File: config.mk
export PLATFORM = sky130hd
export DESIGN_NAME = lsu_ctrl
export DESIGN_NICKNAME = d
export VERILOG_FILES = /design/src/rtl/lsu_ctrl.sv
export SDC_FILE = /design/constraint.sdc
export NUM_CORES = 1
export LEC_CHECK = 0
export BUFFER_PORTS_ARGS = -buffer_cell sky130_fd_sc_hd__clkbuf_2
export CAP_MARGIN = 20
export CORE_MARGIN = 5
export CORE_UTILIZATION = 48
export CTS_CLUSTER_SIZE = 14
export DETAILED_ROUTE_END_ITERATION = 12
export GPL_ROUTABILITY_DRIVEN = 0
export GPL_TIMING_DRIVEN = 1
export HOLD_SLACK_MARGIN = 0.12
export PLACE_DENSITY = 0.81
export SLEW_MARGIN = 0
export SYNTH_ARGS = -nofsm -noshare
export SYNTH_HDL_FRONTEND = slang
export SYNTH_SLANG_ARGS = --single-unit
File: constraint.sdc
create_clock -name clk -period 3.5 [get_ports clk]
set_input_delay 0.35 -clock clk [delete_from_list [all_inputs] [get_ports clk]]
set_output_delay 0.35 -clock clk [all_outputs]
set_load 0.02 [all_outputs]
File: src/rtl/lsu_ctrl.sv
// Load/store unit: one core request -> one req/ack bus transaction -> aligned/extended writeback (LSU_MISALIGN_EN enables misalign trap).
// Latency: request edge -> lsu_done after 2 cycles with first-cycle ack; +1 cycle per ack wait cycle; misaligned trap 1 cycle.
// Backpressure: lsu_stall holds the core until lsu_done; mem_req/we/addr/wdata/be hold stable until mem_ack.
module lsu_ctrl #(
    parameter int ADDR_W = 32,
    parameter int DATA_W = 32
) (
    input  logic              clk,
    input  logic              rst,
    input  logic              lsu_req,
    input  logic              lsu_we,
    input  logic [2:0]        lsu_funct3,
    input  logic [ADDR_W-1:0] lsu_addr,
    input  logic [DATA_W-1:0] rs2_data,
    output logic [DATA_W-1:0] ld_data,
    output logic              lsu_done,
    output logic              lsu_stall,
    output logic              misalign_err,
    output logic              mem_req,
    output logic              mem_we,
    output logic [ADDR_W-1:0] mem_addr,
    output logic [DATA_W-1:0] mem_wdata,
    output logic [3:0]        mem_be,
    input  logic              mem_ack,
    input  logic [DATA_W-1:0] mem_rdata
);

    typedef enum logic [1:0] {IDLE, BUS, RESP} state_t;

    state_t            state, state_nx;
    logic              we_q;
    logic [2:0]        f3_q;
    logic [1:0]        lo_q;
    logic              err_q;
    logic              mis;
    logic [3:0]        be_nx;
    logic [DATA_W-1:0] wdata_nx;
    logic [DATA_W-1:0] ld_nx;
    logic [7:0]        ld_byte;
    logic [15:0]       ld_half;
    logic              ld_sgn;

`ifdef LSU_MISALIGN_EN
    always_comb begin
        mis = 1'b0;
        case (lsu_funct3[1:0])
            2'b00:   mis = 1'b0;
            2'b01:   mis = lsu_addr[0];
            default: mis = |lsu_addr[1:0];
        endcase
    end
`else
    assign mis = 1'b0;
`endif

    // Store lane steering: data replicated across lanes, enables pick the target bytes.
    always_comb begin
        be_nx    = 4'b0000;
        wdata_nx = rs2_data;
        case (lsu_funct3[1:0])
            2'b00: begin
                be_nx    = 4'b0001 << lsu_addr[1:0];
                wdata_nx = {4{rs2_data[7:0]}};
            end
            2'b01: begin
                be_nx    = lsu_addr[1] ? 4'b1100 : 4'b0011;
                wdata_nx = {2{rs2_data[15:0]}};
            end
            default: begin
                be_nx    = 4'b1111;
                wdata_nx = rs2_data;
            end
        endcase
        if (!lsu_we) be_nx = 4'b0000;
    end

    // Load alignment uses the captured low address bits, since mem_addr is word-aligned.
    always_comb begin
        ld_byte = mem_rdata[{lo_q, 3'b000} +: 8];
        ld_half = lo_q[1] ? mem_rdata[31:16] : mem_rdata[15:0];
        ld_sgn  = ~f3_q[2];
        case (f3_q[1:0])
            2'b00:   ld_nx = {{24{ld_sgn & ld_byte[7]}}, ld_byte};
            2'b01:   ld_nx = {{16{ld_sgn & ld_half[15]}}, ld_half};
            default: ld_nx = mem_rdata;
        endcase
    end

    always_ff @(posedge clk or posedge rst) begin
        if (rst) state <= IDLE;
        else     state <= state_nx;
    end

    always_comb begin
        state_nx = state;
        case (state)
            IDLE:    if (lsu_req) state_nx = mis ? RESP : BUS;
            BUS:     if (mem_ack) state_nx = RESP;
            RESP:    state_nx = IDLE;
            default: state_nx = IDLE;
        endcase
    end

    always_comb begin
        lsu_done     = (state == RESP);
        misalign_err = (state == RESP) & err_q;
    end

    assign lsu_stall = lsu_req & ~lsu_done;

    always_ff @(posedge clk or posedge rst) begin
        if (rst) begin
            we_q      <= 1'b0;
            f3_q      <= 3'b000;
            lo_q      <= 2'b00;
            err_q     <= 1'b0;
            mem_req   <= 1'b0;
            mem_we    <= 1'b0;
            mem_addr  <= '0;
            mem_wdata <= '0;
            mem_be    <= 4'b0000;
            ld_data   <= '0;
        end else begin
            case (state)
                IDLE: begin
                    if (lsu_req) begin
                        we_q    <= lsu_we;
                        f3_q    <= lsu_funct3;
                        lo_q    <= lsu_addr[1:0];
                        err_q   <= mis;
                        mem_req <= ~mis;
                        if (!mis) begin
                            mem_we    <= lsu_we;
                            mem_addr  <= {lsu_addr[ADDR_W-1:2], 2'b00};
                            mem_wdata <= wdata_nx;
                            mem_be    <= be_nx;
                        end
                    end
                end
                BUS: begin
                    if (mem_ack) begin
                        mem_req <= 1'b0;
                        if (!we_q) ld_data <= ld_nx;
                    end
                end
                default: ;
            endcase
        end
    end

endmodule
==> results of run 1 <==
cell type report:
type                            instances  area, µm²
Fill cell                             840       3690
Timing Repair Buffer                  210       1070
Tap cell                              133        166
Sequential cell                       107       2680
Multi-Input combinational cell        378       1950
Clock buffer                            9        124
Inverter                                4       17.5
Clock inverter                          7       77.6
routing by layer:
metal  global-route usage  up-vias  share of wire
met5                    0        -        0.00066
met4               0.0837        2          0.026
met3               0.0646       25          0.096
met2                0.373      208           0.49
met1                0.279     2079           0.39
li1                     -     2100              -
worst max-delay path, delay by kind of cell (launching register included):
kind | cells | cell delay [ps]
AOI/OAI and AO/OA | 3 | 640
DFF | 1 | 970
and+or+nand+nor | 1 | 300
stage by stage:
stage	total power (µW)	cell area (µm²)
finish	5570	6080
global route	5960	6080
CTS	5610	6080
detailed placement	4840	5870
global placement	4750	5870
floorplan	3900	4800
report_power, final:
group	internal [µW]	switching [µW]	total, µW	leakage (µW)
sequential	1830	438	2260	0.00130
combinational	867	1670	2540	0.00183
clock	336	430	767	0.0000998
kinds of logic after synthesis:
group	count (synthesis)	share of synthesized area
compound gates	84	0.109
buf+inv	39	0.0370
flops	107	0.558
mux	34	0.0728
other cells	1	0.000782
simple gates	257	0.222
registers in the layout, indices dropped and copies added (netlist names):
register	cells
mem_wdata	32
mem_addr	30
f3_q	3
mem_req	1
mem_be	4
ld_data	32
state	2
we_q	1
lo_q	2
how the worst max path moves through the flow:
stage                     cells past startpoint    endpoint    start
after floorplan                               1     f3_q[0]      rst
after global placement                        4  ld_data[7]  f3_q[1]
after detailed placement                      4  ld_data[7]  f3_q[1]
after CTS                                     4  ld_data[7]  f3_q[1]
after global routing                          4  ld_data[7]  f3_q[1]
final                                         4  ld_data[7]  f3_q[1]
cells in the mapped netlist (all sizes together), types with 9 or more instances:
master	count
buf	13
nand2	184
clkbuf	22
o21ai	29
a211oi	9
dfrtp	107
nor2	50
mux2i	27
a21oi	28
nor3b	9
what timing repair did:
| item | in CTS | in global routing |
|---|---|---|
| setup endpoints to repair | 0 | 0 |
| hold buffers | 1 | 0 |
| endpoints found under the hold margin | 42 | 0 |
==> impl_metrics.py, run 1 <==
metrics = {
    "run_status": {
        "status": "complete, no violations",
    },
    "critical_path": {
        "cp_slowest_stage_delay_ps": 970,
        "r2r-start": "f3_q[1]",
        "critPathLaunchType": "flip-flop",
        "rrSetupSlack_ps": 1420,
        "r2r_cells": 4,
        "critPathCaptureType": "flip-flop",
        "crit_chain": "nor2b_1 -> a22o_1 -> a221oi_1 -> a31oi_1",
        "cp_slowest_cell": "dfrtp_1",
        "worstReg2RegEnd": "ld_data[7]",
        "cp.required_ps": 3690,
        "worstPathArrival_ps": 2270,
        "crit_type": "flip-flop to flip-flop",
        "cp_max_fo": 33,
    },
    "clocking": {
        "worstSkewPairLatency_ps": 360,
        "post-cts-setup-buffer-count": 0,
        "cts_tree": "built",
        "cts_num_sinks": 107,
        "numCtsBuffers": 9,
        "cts.clk_slew.worst_paths_ps": 110,
        "htreeDepth": 3,
        "cts_resized": 0,
        "clock_path_buffers": 2,
        "root_buffer": "clkbuf_8",
    },
    "sta": {
        "grt_setup_unrepaired": "false",
        "max_freq_ghz": 0.480,
        "min_period_ps": 2080,
        "fin_ws_ps": 1420,
        "holdWs_ps": 170,
        "tns_ps": 0,
        "slew_violations": 0,
        "finalCritPeriodShare": 0.596,
        "setup_violations": 0,
        "slew_headroom": 0.303,
        "hold_viol_final": 0,
        "skew_ps": 12.8,
        "worst_slew_pin_slew_ps": 1040,
    },
    "place": {
        "dp_slack_ps": 1460,
        "hpwl_mm": 10.4,
        "io_buffers": 205,
        "placed_cells": 831,
    },
    "grt": {
        "antenna_found_initial": 1,
        "grt_first_pass_wirelength_mm": 21.0,
        "grt_pass1_vias": 4282,
        "grt_max_degree": 55,
        "grt_use_total": 0.225,
        "overflow": 0,
    },
    "floorplan": {
        "die_area_um2": 12100,
        "start_util": 0.491,
        "die_x_um": 110,
        "core_um2": 9770,
        "rows": 36,
        "ioPinCount": 209,
        "die_h_um": 110,
    },
    "min_path": {
        "worstHoldStart": "lsu_addr[28]",
        "hold_path_class": "input pin to flip-flop",
        "hold_depth": 3,
        "min_to": "mem_addr[28]",
    },
    "synth": {
        "synth_edf_count": 0,
        "ys_warn_count": 0,
        "synth-main-ff-cell": "dfrtp_1",
        "ys_seq_area_frac": 0.558,
        "syn_avg_cell_area_um2": 9.19,
        "synth_top_area_frac": 0.558,
        "yosys.area.top_type": "dfrtp_1",
        "synth_area_leaders": "dfrtp_1, nand2_1, mux2i_1",
        "synth_cells": 522,
        "ys_async_sr_fraction": 1.00,
        "synth_cell_types": 34,
        "ys_seq_elements": 107,
        "syn_area_um2": 4800,
    },
    "job": {
        "cap_violations": 0,
    },
    "routing": {
        "antenna_left": 0,
        "vias": 4414,
        "initialDrtViolationCount": 246,
        "drt_wl_total_mm": 13.6,
        "avgRoutedWirePerCell_um": 16.1,
        "drc": 0,
        "vias_per_cell": 5.21,
        "drtPass1Iterations": 4,
    },
    "pwr": {
        "vdd_drop_max_mv": 0.558,
        "pwr_density_cell_nw_per_um2": 915,
        "static-leakage-power_uw": 0.00323,
    },
    "final_layout": {
        "drive_above_1_share": 0.337,
        "final_cell_mix": "clkbuf_2, nand2_1, dfrtp_1",
        "n_antenna_cell": 0,
        "final_cells": 848,
        "nets": 814,
        "final_common_cell": "clkbuf_2",
        "final_core_utilization": 0.622,
        "synthToLayoutAreaGrowth_pct": 26.8,
    },
}
(Power assumes the default switching activity.)
==> run 2: changes to the inputs <==
==> constraint.sdc (replaced) <==
create_clock -name clk -period 2.12 [get_ports clk]
set_input_delay 0.212 -clock clk [delete_from_list [all_inputs] [get_ports clk]]
set_output_delay 0.212 -clock clk [all_outputs]
set_load 0.02 [all_outputs]
==> run 2 against run 1 <==
Via count is 7.4% higher; register-to-register slack worse by 1100 ps; count of clock-buffer cells in the layout rose by 2; global-route usage increased by 2.9 points; first-iteration DRC count up 22%; wire length increased by 11%; total power is 72% higher.
==> impl_metrics.py, run 2 (same netlist as run 1, synthesis figures left out) <==
metrics = {
    "run_status": {
        "status": "complete, no violations",
    },
    "final_layout": {
        "drive_above_1_share": 0.316,
        "final_common_cell": "clkbuf_2",
        "reg_top3": "ld_data: 32 flops, mem_wdata: 32 flops, mem_addr: 30 flops",
        "nets": 890,
        "final_cell_mix": "clkbuf_2, nand2_1, dfrtp_1",
        "synthToLayoutAreaGrowth_pct": 43.2,
        "final_core_utilization": 0.703,
    },
    "grt": {
        "antenna_found_initial": 0,
        "grt_pass1_vias": 4877,
        "overflow": 0,
        "grt_first_pass_wirelength_mm": 23.6,
        "grt_max_degree": 53,
        "grt_use_total": 0.254,
    },
    "routing": {
        "avgRoutedWirePerCell_um": 16.3,
        "drt_wl_total_mm": 15.1,
        "drc": 0,
        "antenna_left": 0,
        "drtPass1Iterations": 5,
        "vias_per_cell": 5.13,
        "vias": 4741,
        "initialDrtViolationCount": 300,
    },
    "pwr": {
        "pwr_density_cell_nw_per_um2": 1390,
        "vdd_drop_max_mv": 0.772,
        "static-leakage-power_uw": 0.00357,
    },
    "critical_path": {
        "cp.required_ps": 2340,
        "crit_buf_inv": 2,
        "crit_chain": "dlygate4sd3_1 -> clkbuf_2 -> nand3b_4 -> or2_0 -> nor4_4 -> a211oi_1",
        "crit_type": "input pin to flip-flop",
        "cp_max_fo": 8,
        "crit_family": "simple AND/OR/NAND/NOR gates",
        "r2r_cells": 4,
        "worstPathArrival_ps": 2060,
        "critPathLaunchType": "input pin",
        "cp_slowest_cell": "nor4_4",
        "crit_cells": 6,
        "cp_slowest_stage_delay_ps": 560,
        "critPathCaptureType": "flip-flop",
    },
    "sta": {
        "hold_viol_final": 0,
        "slew_violations": 0,
        "tns_ps": 0,
        "max_freq_ghz": 0.544,
        "min_period_ps": 1840,
        "slew_headroom": 0.590,
        "grt_setup_unrepaired": "false",
        "worst_slew_pin_slew_ps": 614,
        "skew_ps": 14.0,
        "setup_violations": 0,
        "finalCritPeriodShare": 0.867,
    },
    "clocking": {
        "numCtsBuffers": 9,
        "clock_path_buffers": 2,
        "root_buffer": "clkbuf_8",
        "cts_num_sinks": 107,
        "cts.clk_slew.worst_paths_ps": 100,
        "cts_tree": "built",
        "cts_resized": 0,
        "cts_hold_buf": 66,
        "post-cts-setup-buffer-count": 0,
        "worstSkewPairLatency_ps": 360,
        "htreeDepth": 3,
    },
    "floorplan": {
        "die_area_um2": 12100,
        "core_um2": 9770,
        "start_util": 0.491,
        "die_h_um": 110,
        "ioPinCount": 209,
        "die_x_um": 110,
        "rows": 36,
    },
    "job": {
        "cap_violations": 0,
    },
    "min_path": {
        "hold_path_class": "input pin to flip-flop",
        "hold_depth": 3,
    },
    "place": {
        "io_buffers": 205,
        "hpwl_mm": 10.3,
    },
}
==> run 2: cell types whose count changed in the layout (fill, tap and decap cells not counted) <==
cell           before  now
buf_12              0    3
buf_4               4   12
bufinv_16           1    2
clkbuf_1            0    1
clkbuf_8            9   10
clkinv_2            1    0
clkinv_4            3    0
clkinvlp_4          1    3
diode_2             0    1
dlygate4sd3_1       1   66
inv_4               1    0
inv_6               1    0
==> run 2: tightest hold or removal path, cell delays in order <==
cell	delay [ps]
clkbuf_2	80
a21oi_1	50
o21ai_0	120
==> run 2: worst paths after layout <==
check / start / end / slack [ps]
min in group asynchronous: rst / mem_wdata[27] / 450
worst max register to register: state[1] / ld_data[13] / 290
max in group asynchronous: rst / mem_addr[13] / 1010
worst max-delay path: mem_ack / ld_data[13] / 280
worst min-delay path: rs2_data[31] / mem_wdata[31] / 130
worst min register to register: mem_addr[25] / mem_addr[25] / 490
==> run 2: metal layers <==
layer / part of all wire / vias to the layer above / GRT usage
met5: 0 / - / 0
met4: 0.031 / 0 / 0.108
met3: 0.096 / 39 / 0.0745
met2: 0.49 / 235 / 0.434
met1: 0.38 / 2219 / 0.296
li1: - / 2248 / -
==> run 2: final cells by class <==
class	count	area (µm²)
multi-input cells	378	1950
well taps	133	166
clock buffers	11	141
flip-flops and latches	107	2680
clock inverters	4	75.1
repair buffers	286	1840
diodes	1	2.50
fillers	725	2900
inverters	4	18.8
==> run 2: stage by stage <==
stage,power (µW),worst slack (ps),hold slack [ps],std cells,instance area (µm²)
after CTS,9590,287,120,923,6870
after global placement,7960,422,290,842,5990
after detailed placement,8100,307,306,842,5990
after global routing,10200,206,123,923,6870
after floorplan,6440,586,307,524,4810
final,9570,282,134,924,6870
==> run 2: report_power, final <==
| group | internal [µW] | switching (µW) |
|---|---|---|
| clock | 692 | 679 |
| combinational | 1610 | 2940 |
| sequential | 3020 | 624 |
